## src/rtl/union_random_gen.sv

```systemverilog
// XOR of several independent right-shifting Galois LFSRs; a fresh word every cycle.
// Each LFSR reloads its seed instead of ever sitting at zero.
module union_random_gen #(
    parameter int width_p  = 16,
    parameter int lfsr_num = 3,
    parameter logic [32*lfsr_num-1:0]      mask_p = {32'd17, 32'd39, 32'd13},
    parameter logic [width_p*lfsr_num-1:0] seed_p = {16'h8000, 16'h0100, 16'h0001}
) (
    input  logic               clk_i,
    input  logic               reset_i,
    output logic [width_p-1:0] random_o
);

    if (width_p < 2) begin : g_bad_width
        $fatal(1, "union_random_gen: width_p must be >= 2");
    end
    if (lfsr_num < 1) begin : g_bad_num
        $fatal(1, "union_random_gen: lfsr_num must be >= 1");
    end

    logic [lfsr_num-1:0][width_p-1:0] states;

    for (genvar gi = 0; gi < lfsr_num; gi++) begin : g_lfsr
        localparam logic [31:0]        mask_w = mask_p[32*gi +: 32];
        localparam logic [width_p-1:0] mask_c = width_p'(mask_w);
        localparam logic [width_p-1:0] seed_c = seed_p[width_p*gi +: width_p];

        if (seed_c == '0) begin : g_bad_seed
            $fatal(1, "union_random_gen: every seed must be nonzero");
        end

        logic [width_p-1:0] state_reg;
        logic [width_p-1:0] state_next;
        logic [width_p-1:0] shifted;

        always_comb begin
            shifted    = (state_reg >> 1) ^ (state_reg[0] ? mask_c : '0);
            // A zero state would stick forever, so fall back to the seed.
            state_next = (shifted == '0) ? seed_c : shifted;
        end

        always_ff @(posedge clk_i or posedge reset_i) begin
            if (reset_i) begin
                state_reg <= seed_c;
            end else begin
                state_reg <= state_next;
            end
        end

        assign states[gi] = state_reg;
    end

    always_comb begin
        random_o = '0;
        for (int k = 0; k < lfsr_num; k++) begin
            random_o = random_o ^ states[k];
        end
    end

endmodule

```

## config.mk

```make
export PLATFORM = sky130hd
export DESIGN_NAME = union_random_gen
export DESIGN_NICKNAME = d
export VERILOG_FILES = /design/src/rtl/union_random_gen.sv
export SDC_FILE = /design/constraint.sdc
export NUM_CORES = 1
export LEC_CHECK = 0
export ABC_AREA = 1
export CORE_UTILIZATION = 41
export CTS_CLUSTER_SIZE = 14
export DETAILED_ROUTE_END_ITERATION = 10
export PLACE_DENSITY = 0.64
export SYNTH_ARGS = -nofsm -noshare
export SYNTH_HDL_FRONTEND = slang
export SYNTH_SLANG_ARGS = --single-unit
```

## constraint.sdc

```tcl
create_clock -name clk_i -period 1.5 [get_ports clk_i]
set_input_delay 0.15 -clock clk_i [delete_from_list [all_inputs] [get_ports clk_i]]
set_output_delay 0.15 -clock clk_i [all_outputs]
set_load 0.01 [all_outputs]
```

==> impl_results.md, run 1 <==
- Outcome: finished, final reports clean
- Post-synth EDFFs: 0
- Met3 Usage GRT: 4.308%
- Share of post-route cells with drive strength above 1: 25.19%
- Yosys warns: 0
- Peak VDD IR: 0.0005785 V
- Vias in the first global route: 729
- Fin crit share: 95.97%
- Max Slew Vio Count: 0
- I/O pin cnt: 18
- Vias/cell: 4.426
- Largest net degree at the start of global routing: 30
- Synth Cell Area: 1237 µm²
- Reg clk slew, reported paths: 0.09 ns
- Most common cell on crit path: nand2_1
- CP top delay family: flip-flops
- Ant diodes: 0
- Synth Instances: 125
- Yosys top cell area share: 52.58%
- Max reg flops: 29
- Arrival time at the worst endpoint: 1.29 ns
- Fmax: 0.6946 GHz
- Post-Syn Nets: 128
- CP cell instances: inv_2 -> nand2_1 -> nand2_1 -> xor2_1 -> buf_2
- Routed wire per std cell: 11.88 µm
- Hold Path Class: in2async
- Final hold vios: 0
- Critical path's largest stage delay: 0.57 ns
- Worst relative slew slack: 76.09%
- Remaining global-route overflow: 0
- Total length of routed wires: 1925 µm
- WS Path Type: reg2out
- Vias: 717
- Worst Path Required: 1.35 ns
- Syn-to-layout area delta: 15.37%
- DRC viols: 0
- Final worst-path setup slack: 0.06041 ns
- Critical Path Slowest Stage Cell: dfstp_2
- Rows: 19
- Clock Sinks: 29
- DP Worst Slack: -0.004290 ns
- Ys async rst share: 100.0%
- Routing usage on met2: 19.83%
- H-tree levels: 2
- CTS tree: built
- Most numerous cell in the Yosys netlist: dfrtp_1
- Clock buffer depth: 2
- CTS Buf Count: 5
- Nets: 133
- Post-DP HPWL: 1342 µm
- Period minus WS final: 1.440 ns
- Final ANT Viol Nets: 0
- Critical Path Start Type: flop
- Setup Viol. Count Final: 0
- Worst slew pin tran: 0.3586 ns
- DRT Pass-1 Iters: 4
- Crit-path max FO: 4
- Leading area contributor after synthesis: dfrtp_1
- Number of I/O port buffers: 17
- Worst-Skew Late Latency: 0.32 ns
- RSZ-0062 raised after global routing: yes
- Initial core utilization: 44.11%
- Clock skew: 0.006388 ns
- GP Congestion: 0.7603
- Sequential area share after synthesis: 58.95%
- Leak: 0.0007585 µW
- Initial detailed-routing violation count: 22
- Commonest cells in the netlist: 26 x dfrtp_1, 19 x nand2_1, 18 x clkbuf_1, 16 x inv_1
- PwrDens: 932.0 nW/µm²
- Die area: 3242 µm²
- Top Usage Layer GRT: met2
- CP Capture Type: output pin
- All-Layer GR Usage: 13.65%
- Synth area leaders: dfrtp_1 53%, dfstp_2 6.4%, xor2_1 6.4%, nand2_1 5.8%, clkbuf_1 5.5%
- Met1 Resource Use GR: 18.32%
- CP Buf/Inv Count: 2
- Die H: 56.94 µm
- Die W: 56.94 µm
- Library cells used by synthesis: 19
- Core Area: 2805 µm²
- Total power: 1331 µW
- Post-CTS Hold Buffers: 0
- Synth Flop Type: dfrtp_1
- Max_cap viols: 0
- Initial antenna violation count: 0
- First-pass GRT wire length: 3256 µm
- Syn Area/Cell: 9.899 µm²
- Register bit total from synthesis: 29
- Clock root cell: clkbuf_4
-- worst register-to-register path, cell delays in order, from the launching register on --
cell	delay [ns]
dfstp_2	0.57
inv_2	0.04
buf_4	0.12
ha_1	0.16
nand2_1	0.08
o21ai_0	0.07
inv_1	0.06
-- layer usage --
metal | vias up | share of wire [%]
li1 | 352 | -
met1 | 339 | 49
met2 | 21 | 45
met3 | 5 | 4.3
met4 | 0 | 1.3
met5 | - | 0
-- power breakdown --
part | internal, µW | switching, µW | leakage, µW
registers | 782 | 0 | 0.000378
logic | 4.17 | 14.7 | 0.000339
clock network | 271 | 259 | 0.0000413
-- metrics by stage --
step                setup TNS [ns]  area [µm²]  std cells  util, %  hold slack [ns]
CTS                              0        1420        160    50.62           0.1833
detailed placement       -0.004290        1345        151    47.95           0.3632
finish                           0        1428        162    50.89           0.1845
floorplan                        0        1237        125        -           0.2259
global route              -0.04916        1428        162    50.89           0.2171
global placement                 0        1345        151    47.95           0.3588
-- final cells by class --
cell class	count	area, µm²
Tap cell	31	38.79
Sequential cell	29	729.5
Timing Repair Buffer	24	197.7
Fill cell	270	1378
Clock inverter	1	5.005
Clock buffer	7	65.06
Multi-Input combinational cell	52	324.1
Inverter	18	67.56
-- cell usage in the layout (no fill, tap or decap) --
master / instances
buf_4: 7
o21ai_0: 1
dfrtp_1: 26
nand2_2: 2
inv_2: 3
xor2_1: 9
clkdlybuf4s50_1: 7
dlygate4sd2_1: 5
dfstp_2: 3
nand2_1: 19
clkdlybuf4s15_2: 1
xnor2_2: 4
ha_1: 1
nor2_1: 9
clkinv_2: 1
nor3_1: 1
clkbuf_8: 2
nand3_1: 2
xnor2_1: 2
nor2_2: 1
and2_0: 1
buf_2: 2
inv_1: 15
clkbuf_4: 5
clkbuf_2: 2
-- final timing paths --
kind | cells after the start | from | slack [ns] | to
setup / recovery | 5 | g_lfsr[0].state_reg[0] | 0.06 | random_o[0]
hold / removal | 3 | reset_i | 0.18 | g_lfsr[2].state_reg[11]
setup reg to reg | 6 | g_lfsr[0].state_reg[0] | 0.34 | g_lfsr[0].state_reg[3]
hold reg to reg | 0 | g_lfsr[2].state_reg[2] | 0.38 | g_lfsr[2].state_reg[1]
max in group asynchronous | 3 | reset_i | 1.00 | g_lfsr[1].state_reg[8]
min in group clk_i | 0 | g_lfsr[2].state_reg[2] | 0.38 | g_lfsr[2].state_reg[1]
-- cell families (layout without fill, tap and decap cells) --
family                     after synthesis  after routing  synth area share (%)
buffers and inverters                   44             50                 16.08
and+or+nand+nor                         35             35                 11.73
DFF                                     29             29                 58.95
xor gates and xnor gates                15             15                 11.83
adders and majority gates                1              1                 1.011
AOI/OAI and AO/OA                        1              1                0.4041
-- timing repair --
action | CTS | global route
setup buffers | 1 | 2
setup endpoints to repair | 10 | 5
pin swaps | 1 | 4
resized for setup | 19 | 6
No activity file was read; power rests on OpenSTA's default activity.
==> inputs of run 2 (changes only) <==
Clock period 1.5 ns to 1.7 ns, I/O delays scaled along.
==> impl_results.md, run 2 (same netlist as run 1, synthesis figures left out) <==
- Int Power: 1044 µW
- Clock Sinks: 29
- Critical Path Slowest Stage Cell: dfstp_2
- Initial detailed-routing violation count: 10
- RSZ-0062 raised after global routing: no
- Share of post-route cells with drive strength above 1: 17.32%
- Vias/cell: 4.342
- Clk pwr share: 45.0%
- First-pass GRT wire length: 3312 µm
- CTS Buf Count: 5
- Total power: 1284 µW
- Final hold vios: 0
- DRT Pass-1 Iters: 5
- Final non-filler cell total: 158
- Max reg flops: 29
- Arrival time at the worst endpoint: 1.40 ns
- PwrDens: 897.8 nW/µm²
- Worst Path Required: 1.53 ns
- WS Path Type: reg2out
- CTS tree: built
- Ant diodes: 0
- # placed instances: 149
- Sw Share: 18.66%
- Crit-path max FO: 3
- Vias: 686
- Worst slew pin tran: 0.3494 ns
- Die H: 56.94 µm
- Most frequent cells in the layout: 26 x dfrtp_1, 19 x nand2_1, 16 x inv_1
- Sequential share of power: 53.7%
- Initial antenna violation count: 0
- All-Layer GR Usage: 14.20%
- I/O pin cnt: 18
- Setup TNS after final layout: 0 ns
- Clock buffer depth: 2
- Max_cap viols: 0
- Vias in the first global route: 767
- Initial core utilization: 44.11%
- Worst-Skew Late Latency: 0.32 ns
- Net Sw Power: 239.6 µW
- Period minus WS final: 1.565 ns
- CP cell instances: clkdlybuf4s50_1
- Final worst-path setup slack: 0.1346 ns
- Die W: 56.94 µm
- Clock skew: 0.008307 ns
- Post-DP HPWL: 1356 µm
- Max Slew Vio Count: 0
- Fillers: 263
- Fmax: 0.6388 GHz
- Comb power frac: 1.3%
- Remaining global-route overflow: 0
- Nets: 129
- Peak VDD IR: 0.0005752 V
- Hold Path Class: in2async
- Leak: 0.0007744 µW
- CP Buf/Inv Count: 1
- Most common cell after layout, fill and taps aside: dfrtp_1
- Final ANT Viol Nets: 0
- Outcome: finished, final reports clean
- Routed wire per std cell: 11.44 µm
- Largest net degree at the start of global routing: 30
- Number of I/O port buffers: 17
- Clock root cell: clkbuf_4
- Die area: 3242 µm²
- CP Capture Type: output pin
- Total length of routed wires: 1807 µm
- GP Congestion: 0.7347
- Syn-to-layout area delta: 15.57%
- Critical Path Start Type: flop
- DP Worst Slack: 0.1159 ns
- Rows: 19
- Setup Viol. Count Final: 0
- Worst relative slew slack: 76.71%
- Critical path's largest stage delay: 0.55 ns
- Hold Slack: 0.2013 ns
- H-tree levels: 2
- Fin crit share: 92.08%
- FF/Latch Area: 729.5 µm²
- DRC viols: 0
- Reg clk slew, reported paths: 0.09 ns
- CP top delay family: flip-flops
- Core Area: 2805 µm²
- Multi-input logic area: 316.6 µm²
## run 2: through the flow
stage | utilization (%) | area, µm²
after floorplan | - | 1237
after global placement | 47.41 | 1330
after detailed placement | 47.41 | 1330
after CTS | 50.49 | 1416
after global routing | 50.98 | 1430
final | 50.98 | 1430
## run 2: worst reg2reg max path, stage by stage, from the launching register on
cell and delay, ns:
dfstp_2 0.55, inv_1 0.07, ha_1 0.17, nand2_1 0.08, o21ai_0 0.09, inv_1 0.06
## run 2: repair_timing
action                                  4_1_cts  5_1_grt
endpoints found under the setup margin        5        5
pin swaps                                     1        0
gates resized for setup                       6        6
setup buffers                                 0        1
hold buffers                                  0        0
## run 2: final timing paths
kind / startpoint / endpoint / slack, ns / cells after the start
setup / recovery: g_lfsr[2].state_reg[15] / random_o[15] / 0.13 / 1
hold / removal: reset_i / g_lfsr[2].state_reg[8] / 0.20 / 3
setup reg to reg: g_lfsr[0].state_reg[0] / g_lfsr[0].state_reg[3] / 0.62 / 5
hold reg to reg: g_lfsr[2].state_reg[2] / g_lfsr[2].state_reg[1] / 0.39 / 0
max in group asynchronous: reset_i / g_lfsr[0].state_reg[0] / 1.19 / 3
min in group clk_i: g_lfsr[2].state_reg[2] / g_lfsr[2].state_reg[1] / 0.39 / 0
## run 2: area by class of cell
type | count | share of cell area, %
inverters | 18 | 4.724
multi-input cells | 52 | 22.13
clock buffers | 7 | 3.850
repair buffers | 20 | 13.47
flip-flops and latches | 29 | 51.01
well taps | 31 | 2.712
clock inverters | 1 | 2.100
## run 2: metal layers
metal | vias up | part of all wire (%) | global-route usage (%)
met5 | - | 0 | 0
li1 | 344 | - | -
met1 | 317 | 48 | 18.52
met4 | 0 | 2.4 | 9.408
met2 | 18 | 45 | 20.17
met3 | 7 | 5.1 | 4.762
## run 2: power by group through the flow
stage | registers (µW) | logic, µW | clock network (µW)
detailed placement | 703 | 17.7 | 0
finish | 690 | 16.4 | 578
CTS | 690 | 17.7 | 593
floorplan | 703 | 10.1 | 0
global placement | 703 | 17.1 | 0
global route | 690 | 19.9 | 627
==> inputs of run 3 (changes only) <==
Settings changed: CORE_MARGIN from default to 5.
==> impl_results.md, run 3 (same netlist as run 1, synthesis figures left out) <==
- Most common cell after layout, fill and taps aside: dfrtp_1
- DRC viols: 0
- RSZ-0062 raised after global routing: no
- Syn-to-layout area delta: 12.74%
- Vias: 699
- Peak VDD IR: 0.0005135 V
- Routed wire per std cell: 11.72 µm
- # placed instances: 151
- Vias/cell: 4.396
- Initial antenna violation count: 0
- PwrDens: 839.7 nW/µm²
- Max reg flops: 29
- Fmax: 0.6185 GHz
- Setup TNS after final layout: 0 ns
- H-tree levels: 2
- Comb power frac: 1.4%
- DRT Pass-1 Iters: 4
- Arrival time at the worst endpoint: 1.45 ns
- Die H: 64.94 µm
- I/O pin cnt: 18
- CTS Buf Count: 5
- CP cell instances: xor2_1 -> clkdlybuf4s50_1
- Max_cap viols: 0
- CTS tree: built
- Leak: 0.0007474 µW
- Post-DP HPWL: 1366 µm
- Crit-path max FO: 3
- Period minus WS final: 1.617 ns
- WS Path Type: reg2out
- Clock skew: 0.004858 ns
- GP Congestion: 0.7794
- Die area: 4217 µm²
- Ant diodes: 0
- Sequential share of power: 58.9%
- Post-CTS Hold Buffers: 0
- Die W: 64.94 µm
- Sw Share: 20.39%
- Critical Path Slowest Stage Cell: clkdlybuf4s50_1
- Number of I/O port buffers: 17
- Worst Path Required: 1.53 ns
- Core Area: 2978 µm²
- Total power: 1171 µW
- Clock buffer depth: 2
- Initial detailed-routing violation count: 14
- Nets: 128
- Max Slew Vio Count: 0
- Fillers: 280
- Most frequent cells in the layout: 26 x dfrtp_1, 19 x nand2_1, 16 x inv_1
- Final ANT Viol Nets: 0
- Worst relative slew slack: 76.85%
- Clock Sinks: 29
- Critical path's largest stage delay: 0.55 ns
- Setup Viol. Count Final: 0
- Multi-input logic area: 309.0 µm²
- Remaining global-route overflow: 0
- CP Capture Type: output pin
- Largest net degree at the start of global routing: 30
- Fin crit share: 95.11%
- Critical Path Start Type: flop
- Worst slew pin tran: 0.3472 ns
- Initial core utilization: 41.55%
- All-Layer GR Usage: 10.62%
- Total length of routed wires: 1863 µm
- Net Sw Power: 238.8 µW
- FF/Latch Area: 729.5 µm²
- Vias in the first global route: 737
- Int Power: 932.6 µW
- Clock root cell: clkbuf_4
- Share of post-route cells with drive strength above 1: 16.67%
- Clk pwr share: 39.7%
- Final non-filler cell total: 159
- Reg clk slew, reported paths: 0.09 ns
- Hold Path Class: in2async
- Outcome: finished, final reports clean
- Final hold vios: 0
- Rows: 20
- First-pass GRT wire length: 3291 µm
- Worst-Skew Late Latency: 0.32 ns
## run 3: cell types whose count changed in the layout (fill, tap and decap cells not counted)
cell and delta:
clkbuf_8 +1, clkinv_2 +1, xnor2_1 +1, xnor2_2 -1
buf_4 -1, bufinv_16 -1, clkdlybuf4s50_1 +3, clkbuf_1 -1
dlymetal6s2s_1 -3
## run 3: worst paths after layout
check                      slack (ns)  cells past startpoint                    from                     end
min reg2reg                      0.38                      0  g_lfsr[2].state_reg[2]  g_lfsr[2].state_reg[1]
max                              0.08                      2  g_lfsr[2].state_reg[4]             random_o[4]
max reg2reg                      0.61                      4  g_lfsr[1].state_reg[0]  g_lfsr[1].state_reg[8]
max in group asynchronous        1.17                      3                 reset_i  g_lfsr[1].state_reg[8]
min in group clk_i               0.38                      0  g_lfsr[2].state_reg[2]  g_lfsr[2].state_reg[1]
min                              0.22                      3                 reset_i  g_lfsr[0].state_reg[2]
## run 3: layer usage
layer	vias up	GRT usage [%]	routed length, µm
met2	18	16.60	890
met4	0	4.749	10
met3	2	5.199	129
met1	340	12.22	833
met5	-	0	0
li1	339	-	-
## run 3: power groups by stage
stage	registers [µW]	logic [µW]	clock network, µW
finish	690	16.4	465
global route	690	20.4	520
CTS	690	17.8	485
detailed placement	703	17.6	0
global placement	703	17.3	0
floorplan	703	10.1	0
## run 3: repair_timing
action                     4_1_cts  5_1_grt
pin swaps                        1        0
setup endpoints to repair        5        2
gates resized for setup          5        3
setup buffers                    0        0
## run 3: layout make-up
cell class,instances,area share (%)
Clock buffer,7,4.664
Clock inverter,1,0.3587
Inverter,18,4.843
Multi-Input combinational cell,52,22.15
Sequential cell,29,52.29
Tap cell,33,2.960
Timing Repair Buffer,19,12.74
## run 3: worst max-delay path: cells and delay by family (launching register included)
family                 cells  cell delay (ns)
XOR/XNOR                   1             0.17
buffers and inverters      1             0.55
flip-flops                 1             0.41
## run 3: per-stage QoR
step	setup slack [ns]	instance area [µm²]	utilization [%]	hold slack, ns
finish	0.08321	1395	46.85	0.2196
global route	0.001737	1395	46.85	0.2757
CTS	0.01942	1396	46.89	0.2296
detailed placement	0.1233	1333	44.75	0.3624
global placement	0.1798	1333	44.75	0.3627
floorplan	0.6342	1237	-	0.2459
